--- src/rtl/wb_stage_pkg.sv ---
// Shared types for the writeback stage: queue entry layout and drain-FSM states.
package wb_stage_pkg;

  localparam int ADDR_LINE = 5;
  localparam int D_SIZE    = 32;

  typedef struct packed {
    logic                 wen;
    logic                 is_load;
    logic [ADDR_LINE-1:0] dest;
    logic [D_SIZE-1:0]    result;
  } wb_entry_t;

  typedef enum logic {
    WB_IDLE      = 1'b0,
    WB_WAIT_LOAD = 1'b1
  } wb_state_t;

endpackage

--- src/rtl/wb_fifo.sv ---
// In-order queue of writeback entries; DEPTH must be a power of two so pointers wrap naturally.
module wb_fifo
  import wb_stage_pkg::*;
#(
  parameter int DEPTH = 2
) (
  input  logic      clk,
  input  logic      reset,
  input  logic      push,
  input  wb_entry_t push_data,
  input  logic      pop,
  output wb_entry_t head,
  output logic      full,
  output logic      empty
);

  localparam int PW = $clog2(DEPTH);
  localparam int CW = $clog2(DEPTH + 1);

  wb_entry_t      mem_q [DEPTH];
  wb_entry_t      mem_d [DEPTH];
  logic [PW-1:0]  wr_ptr_q, wr_ptr_d;
  logic [PW-1:0]  rd_ptr_q, rd_ptr_d;
  logic [CW-1:0]  count_q, count_d;
  logic           do_push, do_pop;

  assign full  = (count_q == CW'(DEPTH));
  assign empty = (count_q == '0);
  assign head  = mem_q[rd_ptr_q];

  always_comb begin
    do_push  = push && !full;
    do_pop   = pop && !empty;
    mem_d    = mem_q;
    wr_ptr_d = wr_ptr_q;
    rd_ptr_d = rd_ptr_q;
    count_d  = count_q;
    if (do_push) begin
      mem_d[wr_ptr_q] = push_data;
      wr_ptr_d        = wr_ptr_q + 1'b1;
    end
    if (do_pop) rd_ptr_d = rd_ptr_q + 1'b1;
    case ({do_push, do_pop})
      2'b10:   count_d = count_q + 1'b1;
      2'b01:   count_d = count_q - 1'b1;
      default: count_d = count_q;
    endcase
  end

  always_ff @(posedge clk) begin
    if (reset) begin
      wr_ptr_q <= '0;
      rd_ptr_q <= '0;
      count_q  <= '0;
    end else begin
      wr_ptr_q <= wr_ptr_d;
      rd_ptr_q <= rd_ptr_d;
      count_q  <= count_d;
    end
  end

  // Storage needs no reset: a slot is only read after it has been written.
  always_ff @(posedge clk) begin
    mem_q <= mem_d;
  end

endmodule

--- src/rtl/wb_stage.sv ---
// Writeback stage: queues execute results, merges load data, drives the register-file write port
// and counts retired instructions.
module wb_stage
  import wb_stage_pkg::*;
#(
  parameter int DEPTH = 2
) (
  input  logic                 clk,
  input  logic                 reset,
  input  logic                 ex_valid,
  output logic                 ex_ready,
  input  logic                 ex_wen,
  input  logic                 ex_is_load,
  input  logic [ADDR_LINE-1:0] ex_dest,
  input  logic [D_SIZE-1:0]    ex_result,
  input  logic                 mem_rdata_valid,
  input  logic [D_SIZE-1:0]    mem_rdata,
  output logic                 w_f_wb,
  output logic [ADDR_LINE-1:0] addr_in_f_wb,
  output logic [D_SIZE-1:0]    write_data_f_wb,
  output logic                 retire,
  output logic [31:0]          retire_count,
  output logic                 proto_err,
  output logic                 state_dbg
);

  wb_state_t            state_q, state_d;
  wb_entry_t            head, push_entry;
  logic                 fifo_full, fifo_empty;
  logic                 accept, pop, stray, w_now;
  logic [D_SIZE-1:0]    ret_data;
  logic                 w_f_wb_q, w_f_wb_d;
  logic [ADDR_LINE-1:0] addr_q, addr_d;
  logic [D_SIZE-1:0]    data_q, data_d;
  logic                 retire_q, retire_d;
  logic [31:0]          retire_count_q, retire_count_d;
  logic                 proto_err_q, proto_err_d;

  // Handshake: a result transfers on a cycle where ex_valid and ex_ready are both high at the
  // clock edge. ex_ready depends only on the registered occupancy, so a pop from a full queue
  // frees the slot one cycle later.
  assign ex_ready   = !fifo_full;
  assign accept     = ex_valid && ex_ready;
  assign push_entry = '{wen: ex_wen, is_load: ex_is_load, dest: ex_dest, result: ex_result};

  wb_fifo #(.DEPTH(DEPTH)) u_fifo (
    .clk       (clk),
    .reset     (reset),
    .push      (accept),
    .push_data (push_entry),
    .pop       (pop),
    .head      (head),
    .full      (fifo_full),
    .empty     (fifo_empty)
  );

  always_comb begin
    state_d  = state_q;
    pop      = 1'b0;
    ret_data = head.result;
    case (state_q)
      WB_IDLE: begin
        if (!fifo_empty) begin
          if (!head.is_load) begin
            pop = 1'b1;
          end else if (mem_rdata_valid) begin
            pop      = 1'b1;
            ret_data = mem_rdata;
          end else begin
            state_d = WB_WAIT_LOAD;
          end
        end
      end
      WB_WAIT_LOAD: begin
        if (fifo_empty || !head.is_load) begin
          state_d = WB_IDLE;
        end else if (mem_rdata_valid) begin
          pop      = 1'b1;
          ret_data = mem_rdata;
          state_d  = WB_IDLE;
        end
      end
      default: state_d = WB_IDLE;
    endcase
  end

  // Load data with no load at the head has nowhere to go; it is dropped and flagged.
  always_comb begin
    stray          = mem_rdata_valid && (fifo_empty || !head.is_load);
    w_now          = pop && head.wen && (head.dest != '0);
    w_f_wb_d       = w_now;
    retire_d       = pop;
    addr_d         = w_now ? head.dest : addr_q;
    data_d         = w_now ? ret_data : data_q;
    retire_count_d = retire_count_q + 32'(pop);
    proto_err_d    = proto_err_q || stray;
  end

  always_ff @(posedge clk) begin
    if (reset) begin
      state_q        <= WB_IDLE;
      w_f_wb_q       <= 1'b0;
      addr_q         <= '0;
      data_q         <= '0;
      retire_q       <= 1'b0;
      retire_count_q <= '0;
      proto_err_q    <= 1'b0;
    end else begin
      state_q        <= state_d;
      w_f_wb_q       <= w_f_wb_d;
      addr_q         <= addr_d;
      data_q         <= data_d;
      retire_q       <= retire_d;
      retire_count_q <= retire_count_d;
      proto_err_q    <= proto_err_d;
    end
  end

  assign w_f_wb          = w_f_wb_q;
  assign addr_in_f_wb    = addr_q;
  assign write_data_f_wb = data_q;
  assign retire          = retire_q;
  assign retire_count    = retire_count_q;
  assign proto_err       = proto_err_q;
  assign state_dbg       = state_q;

endmodule

--- config.mk ---
export PLATFORM = sky130hd
export DESIGN_NAME = wb_stage
export DESIGN_NICKNAME = d
export VERILOG_FILES = /design/src/rtl/wb_stage_pkg.sv /design/src/rtl/wb_fifo.sv /design/src/rtl/wb_stage.sv
export SDC_FILE = /design/constraint.sdc
export NUM_CORES = 1
export LEC_CHECK = 0
export BUFFER_PORTS_ARGS = -buffer_cell sky130_fd_sc_hd__buf_2
export CAP_MARGIN = 20
export CORE_MARGIN = 3
export CORE_UTILIZATION = 49
export CTS_CLUSTER_DIAMETER = 200
export DETAILED_ROUTE_END_ITERATION = 6
export GPL_ROUTABILITY_DRIVEN = 0
export MAX_ROUTING_LAYER = met4
export PLACE_DENSITY = 0.83
export SYNTH_ARGS = -nofsm -noshare
export SYNTH_HDL_FRONTEND = slang
export SYNTH_SLANG_ARGS = --single-unit
--- constraint.sdc ---
create_clock -name clk -period 3.2 [get_ports clk]
set_input_delay 0.48 -clock clk [delete_from_list [all_inputs] [get_ports clk]]
set_output_delay 0.48 -clock clk [all_outputs]
set_load 0.01 [all_outputs]
=== After elaboration in Yosys (flattened, before gate mapping) ===
Cells that the tools add are included.
W data, S select, Z words.

* Order comparisons: 3
* Bitwise gates (word level): 3
* Add/subtract/negate cells: 5
* Mux-type cells: 22
* Eq/ne operators: 3
* Reductions and logical operators: 15

{| class="wikitable"
|+ Operators with widths
! kind !! count
|-
| $mux W39 || 4
|-
| $mux W32 || 4
|-
| $bwmux W78 || 1
|-
| $pmux W32 S2 || 1
|-
| $demux W39 S1 || 1
|-
| $add A32 B1 Y32 || 1
|-
| $mux W1 || 8
|-
| $logic_and A1 B1 Y1 || 7
|-
| $reduce_bool A5 Y1 || 1
|-
| $eq A2 B2 Y1 const B || 2
|-
| $ge A2 B2 Y1 const B || 2
|-
| $not A1 Y2 || 2
|-
| $pmux W1 S2 || 2
|-
| $pmux W2 S2 || 1
|-
| $logic_not A1 Y1 || 3
|-
| $add A1 B1 Y1 const B || 2
|-
| $add A2 B1 Y2 const B || 1
|-
| $eq A2 B1 Y1 const B || 1
|-
| $logic_not A2 Y1 || 1
|-
| $logic_or A1 B1 Y1 || 2
|-
| $lt A2 B1 Y1 const B || 1
|-
| $reduce_bool A2 Y1 || 1
|-
| $sub A2 B1 Y2 const B || 1
|-
| $not A1 Y1 || 1
|}

* Word-level logic and storage cells: 69
* Register bits: 155
* Input bits: 75
* Output and inout port bits: 74

=== Depth between registers and ports, before layout ===
* Depth after elaboration: 11
* Depth in mapped cells: 11
* Depth with buffers taken out: 8

=== By module ===
From an unflattened synthesis, not the netlist that was laid out.

* Cells, all modules: 512
* Area, all modules: 6304.8 µm²

{| class="wikitable"
|+ Modules (own cells, without submodules)
! module !! area an instance (µm²) !! times used !! sequential area each (µm²) !! cells each
|-
| wb_stage || 3303.2 || 1 || 1461.4 || 367
|-
| wb_fifo || 3001.6 || 1 || 2422.3 || 145
|}

=== Least setup slack after synthesis ===
No wires, ideal clock.

* Kind: flip-flop to flip-flop
* Start point: register u_fifo.rd_ptr_q
* End point: register retire_count_q[18] (netlist: retire_count[18])
* Arrival time: 3055 ps
* Period minus slack after synthesis: 3125 ps
* Buffers on the path: 3
* Data required time: 3130 ps
* Cell stages (with the launch flop): 12
* Setup time: 70 ps
* Setup slack: 75 ps
* Cell sequence: dfxtp_1 > buf_2 > mux2i_2 > clkbuf_1 > mux2i_1 > ha_1 > ha_1 > and4_1 > clkbuf_1 > nand4_1 > or4_1 > a21oi_1

* Word-level cells in the longest chain between the ends: 9
* Elaborated cells between the ends (all ways): 11
* Classes of those cells: add/sub: 1; mux: 7; bitwise: 1; reduce/logical: 2

{| class="wikitable"
|+ RTL lines
! element !! line !! text
|-
| from (decl) || wb_fifo.sv:23 || <nowiki>logic [PW-1:0] rd_ptr_q, rd_ptr_d;</nowiki>
|-
| from (signal assigned) || wb_fifo.sv:57 || <nowiki>rd_ptr_q <= rd_ptr_d;</nowiki>
|-
| $not A1 Y2 (not written as such) * || wb_fifo.sv:29 || <nowiki>assign head = mem_q[rd_ptr_q];</nowiki>
|-
| $mux W39 (not written as such) * (3 in a row) || wb_fifo.sv:29 ||
|-
| $logic_not A1 Y1 || wb_stage.sv:75 || <nowiki>if (fifo_empty || !head.is_load) begin</nowiki>
|-
| $logic_or A1 B1 Y1 || wb_stage.sv:75 ||
|-
| $mux W1 || wb_stage.sv:75 ||
|-
| $pmux W1 S2 * || wb_stage.sv:61 || <nowiki>case (state_q)</nowiki>
|-
| net pop || wb_stage.sv:30 || <nowiki>logic accept, pop, stray, w_now;</nowiki>
|-
| $add A32 B1 Y32 * || wb_stage.sv:95 || <nowiki>retire_count_d = retire_count_q + 32'(pop);</nowiki>
|-
| to (signal assigned) || wb_stage.sv:114 || <nowiki>retire_count_q <= retire_count_d;</nowiki>
|-
| to (decl) || wb_stage.sv:36 || <nowiki>logic [31:0] retire_count_q, retire_count_d;</nowiki>
|}

The timed path passes the listed nets; every way through them passes the cells marked *. The select of a mux whose other input is x is not followed.
A chain may end at the register's enable or synchronous reset.

=== Worst setup path in the final report ===
* Start point: register u_fifo.rd_ptr_q
* End point: register retire_count_q[20] (netlist: retire_count[20])

The elaborated chain is that of the path after synthesis.

==> impl_table.tex <==
\begin{tabular}{lr}
\hline
Metric & Value \\
\hline
\multicolumn{2}{l}{\textbf{Floorplan}} \\
\quad Placeable core area & 0.0128 mm2 \\
\quad Die span in y & 122 um \\
\quad Horizontal die dimension & 122 um \\
\quad Initial Util & 0.510 \\
\quad Floorplan die area & 0.0148 mm2 \\
\quad IO Count & 149 \\
\quad Core Rows & 41 \\
\multicolumn{2}{l}{\textbf{Global route}} \\
\quad First-pass GRT wire length & 23000 um \\
\quad Residual overflow from global routing & 0 \\
\quad Vias in the first global route & 4749 \\
\quad Pin count of the biggest net entering global routing & 94 \\
\quad Antenna violations before repair & 2 \\
\quad Global-route total usage across every layer & 0.207 \\
\multicolumn{2}{l}{\textbf{Synth}} \\
\quad Top post-synthesis cells by count & sky130\_fd\_sc\_hd\_\_edfxtp\_1, sky130\_fd\_sc\_hd\_\_dfxtp\_1, sky130\_fd\_sc\_hd\_\_mux2i\_1 \\
\quad Number of synthesized flops with an enable pin & 78 \\
\quad Number of synthesized register bits & 155 \\
\quad Most frequently used cell type in the post-synthesis netlist & sky130\_fd\_sc\_hd\_\_edfxtp\_1 \\
\quad Synthesized Nets & 616 \\
\quad Post-synthesis cell type with the largest combined area & sky130\_fd\_sc\_hd\_\_edfxtp\_1 \\
\quad Count of unique library cells instantiated by Yosys & 42 \\
\quad Share of Yosys cell area claimed by the top area cell type & 0.358 \\
\quad Ranking of synthesized cells by area & sky130\_fd\_sc\_hd\_\_edfxtp\_1, sky130\_fd\_sc\_hd\_\_dfxtp\_1, sky130\_fd\_sc\_hd\_\_mux2i\_1 \\
\quad Number of synthesis warnings & 0 \\
\quad Leading register cell type out of synthesis & sky130\_fd\_sc\_hd\_\_edfxtp\_1 \\
\quad Average footprint of a synthesized cell & 12.2 um2 \\
\quad Async set or reset register ratio after synthesis & 0 \\
\quad Sequential share of the synthesized area & 0.594 \\
\quad Area of the mapped netlist & 0.00654 mm2 \\
\quad Mapped Cells & 537 \\
\multicolumn{2}{l}{\textbf{Clock tree}} \\
\quad Htree depth & 4 \\
\quad Number of sinks driven by the clock tree & 155 \\
\quad CTS tree & built \\
\quad Number of hold buffers added after CTS & 0 \\
\quad Gates resized, CTS repair & 0 \\
\quad Root buffer cell & sky130\_fd\_sc\_hd\_\_clkbuf\_16 \\
\quad Clock input transition at the sequential cells of the worst setup and hold paths & 0.06 ns \\
\quad Number of buffers on the longest clock path & 2 \\
\quad TritonCTS buffer count & 17 \\
\quad Clock Latency Late Sink & 0.42 ns \\
\quad Post CTS Setup Buffer Count & 0 \\
\multicolumn{2}{l}{\textbf{STA}} \\
\quad Period utilization & 0.870 \\
\quad Worst path setup slack after routing & 0.416 ns \\
\quad Relative slew slack & 0.383 \\
\quad Total count of max-transition violations in the final report & 0 \\
\quad Final-report setup violation count & 0 \\
\quad Worst-Margin Slew & 0.926 ns \\
\quad Accumulated negative setup slack & 0 ns \\
\quad Max Clock Skew & 0.00642 ns \\
\quad Minimum period implied by the final worst setup slack & 2.78 ns \\
\quad Setup repair after global routing missed its margin & false \\
\quad Upper clock frequency limit & 359 MHz \\
\quad Hold Violations, Final & 0 \\
\multicolumn{2}{l}{\textbf{Layout}} \\
\quad Layout cell share with drive strength beyond 1 & 0.294 \\
\quad Core utilization of the finished layout & 0.621 \\
\quad Net count of the finished layout & 753 \\
\quad Area grow syn2layout & 21.8\% \\
\multicolumn{2}{l}{\textbf{Setup path}} \\
\quad Largest fanout on the critical path & 9 \\
\quad Critical path startpoint category & flop \\
\quad Req. time, crit path & 3.55 ns \\
\quad R2R depth & 8 \\
\quad Startpoint-to-endpoint class of the critical path & flop to flop \\
\quad Reg-to-reg slack, setup & 0.42 ns \\
\quad Setup crit end kind & flop \\
\quad Data arrival time at the worst-slack endpoint & 3.13 ns \\
\multicolumn{2}{l}{\textbf{Placed design}} \\
\quad Pre-CTS WS & 0.470 ns \\
\quad Detailed placement HPWL & 9730 um \\
\quad Port bufs & 148 \\
\multicolumn{2}{l}{\textbf{Power}} \\
\quad Peak VDD IR & 451 uV \\
\quad Final Power & 5.95 mW \\
\quad Power density over cell area & 746 mW/mm2 \\
\quad Leak pwr & 3.26 nW \\
\multicolumn{2}{l}{\textbf{Detailed routing}} \\
\quad Total vias in the final route & 4809 \\
\quad Residual antenna-violating net count after detailed routing & 0 \\
\quad DRC violations left & 0 \\
\quad Count of TritonRoute iterations in the first routing pass & 5 \\
\quad Mean number of vias per cell & 5.59 \\
\quad Final Routed Wirelength & 14500 um \\
\quad Violation count after the first detailed-routing iteration & 368 \\
\quad Average wire length per cell after detail routing & 16.8 um \\
\multicolumn{2}{l}{\textbf{Hold path}} \\
\quad Hold path depth & 1 \\
\quad Min-Delay Path Class & input port to flop \\
\multicolumn{2}{l}{\textbf{Status}} \\
\quad Outcome & complete, no violations \\
\multicolumn{2}{l}{\textbf{Flow run}} \\
\quad Maximum Capacitance Violations & 0 \\
\hline
\end{tabular}
cell families (layout without fill, tap and decap cells):
family | after synthesis | in the layout | synth area share
AO/OA/AOI/OAI | 78 | 78 | 0.0841
XOR/XNOR | 15 | 15 | 0.0201
adder cells (fa/ha/maj) | 4 | 4 | 0.00765
buffers and inverters | 42 | 192 | 0.0296
flip-flops | 155 | 155 | 0.594
multiplexers | 75 | 75 | 0.116
other | 0 | 2 | 0
AND/OR/NAND/NOR | 168 | 168 | 0.149
registers in the layout (all words and copies together) (netlist names):
signal,flops
u_fifo.mem_q,78
retire_count,32
write_data_f_wb,32
addr_in_f_wb,5
u_fifo.count_q,2
proto_err,1
retire,1
state_dbg,1
u_fifo.rd_ptr_q,1
u_fifo.wr_ptr_q,1
w_f_wb,1
through the flow:
| step | instances | instance area (um2) | hold slack, ns |
|---|---|---|---|
| 5_1_grt | 861 | 7970 | 0.226 |
| 4_1_cts | 859 | 7970 | 0.227 |
| 3_5_place_dp | 827 | 7410 | 0.462 |
| 2_1_floorplan | 537 | 6540 | 0.493 |
| 3_3_place_gp | 827 | 7410 | 0.458 |
| 6_report | 861 | 7970 | 0.247 |
worst max-delay path, cell delays in order, from the launching register on:
cell and delay, ns:
sky130_fd_sc_hd__dfxtp_2 0.36, sky130_fd_sc_hd__mux2i_4 0.24, sky130_fd_sc_hd__mux2i_1 0.29, sky130_fd_sc_hd__ha_1 0.22, sky130_fd_sc_hd__ha_1 0.20, sky130_fd_sc_hd__and4_1 0.34
sky130_fd_sc_hd__nand4_1 0.31, sky130_fd_sc_hd__or4_1 0.59, sky130_fd_sc_hd__a21oi_1 0.17
final cells by class:
class	count	area, um2
Fill cell	1062	4850
Sequential cell	155	3880
Multi-Input combinational cell	340	2490
Timing Repair Buffer	157	811
Clock buffer	18	429
Tap cell	172	215
Clock inverter	14	123
Inverter	3	11.3
Antenna cell	2	5.00
routing by layer:
layer,track usage,share of wire,up-vias,routed length (um)
met5,-,0,-,0
met4,0.0777,0.017,0,240
met3,0.0613,0.081,24,1170
met2,0.336,0.48,229,7020
met1,0.245,0.42,2261,6050
li1,-,-,2295,-
layout by cell type (no fill, tap or decap), types with 4 or more instances in the layout:
cell                         Yosys  routed
sky130_fd_sc_hd__a211o_1        32      32
sky130_fd_sc_hd__a21oi_1        19      19
sky130_fd_sc_hd__a31oi_1         5       5
sky130_fd_sc_hd__and4_1          4       4
sky130_fd_sc_hd__buf_2           8     147
sky130_fd_sc_hd__buf_4           0      10
sky130_fd_sc_hd__clkbuf_16       0      17
sky130_fd_sc_hd__clkinvlp_4      0       4
sky130_fd_sc_hd__dfxtp_1        77      76
sky130_fd_sc_hd__edfxtp_1       78      78
sky130_fd_sc_hd__ha_1            4       4
sky130_fd_sc_hd__mux2i_1        71      71
sky130_fd_sc_hd__nand2_1        12      12
sky130_fd_sc_hd__nand2b_1       33      33
sky130_fd_sc_hd__nand3_1         9       8
sky130_fd_sc_hd__nand4_1        13      13
sky130_fd_sc_hd__nor2_1         19      18
sky130_fd_sc_hd__nor2b_1         5       5
sky130_fd_sc_hd__nor3_1         35      35
sky130_fd_sc_hd__nor3b_1         7       7
sky130_fd_sc_hd__o21ai_0         7       7
sky130_fd_sc_hd__o31ai_1        11      11
sky130_fd_sc_hd__or3_1           6       6
sky130_fd_sc_hd__or4_1          13      13
sky130_fd_sc_hd__xnor2_1         4       4
sky130_fd_sc_hd__xor2_1         11      11
where the power goes:
part           switching, mW  internal [mW]
Clock                  0.780           1.07
Combinational          0.860          0.648
Sequential             0.151           2.44
final timing paths:
kind | startpoint | end
worst max-delay path | u_fifo.rd_ptr_q | retire_count[20]
worst min-delay path | ex_result[24] | u_fifo.mem_q[24]
worst max register to register | u_fifo.rd_ptr_q | retire_count[20]
worst min register to register | write_data_f_wb[13] | write_data_f_wb[13]
Note: power is estimated with default switching activity, not from simulation.
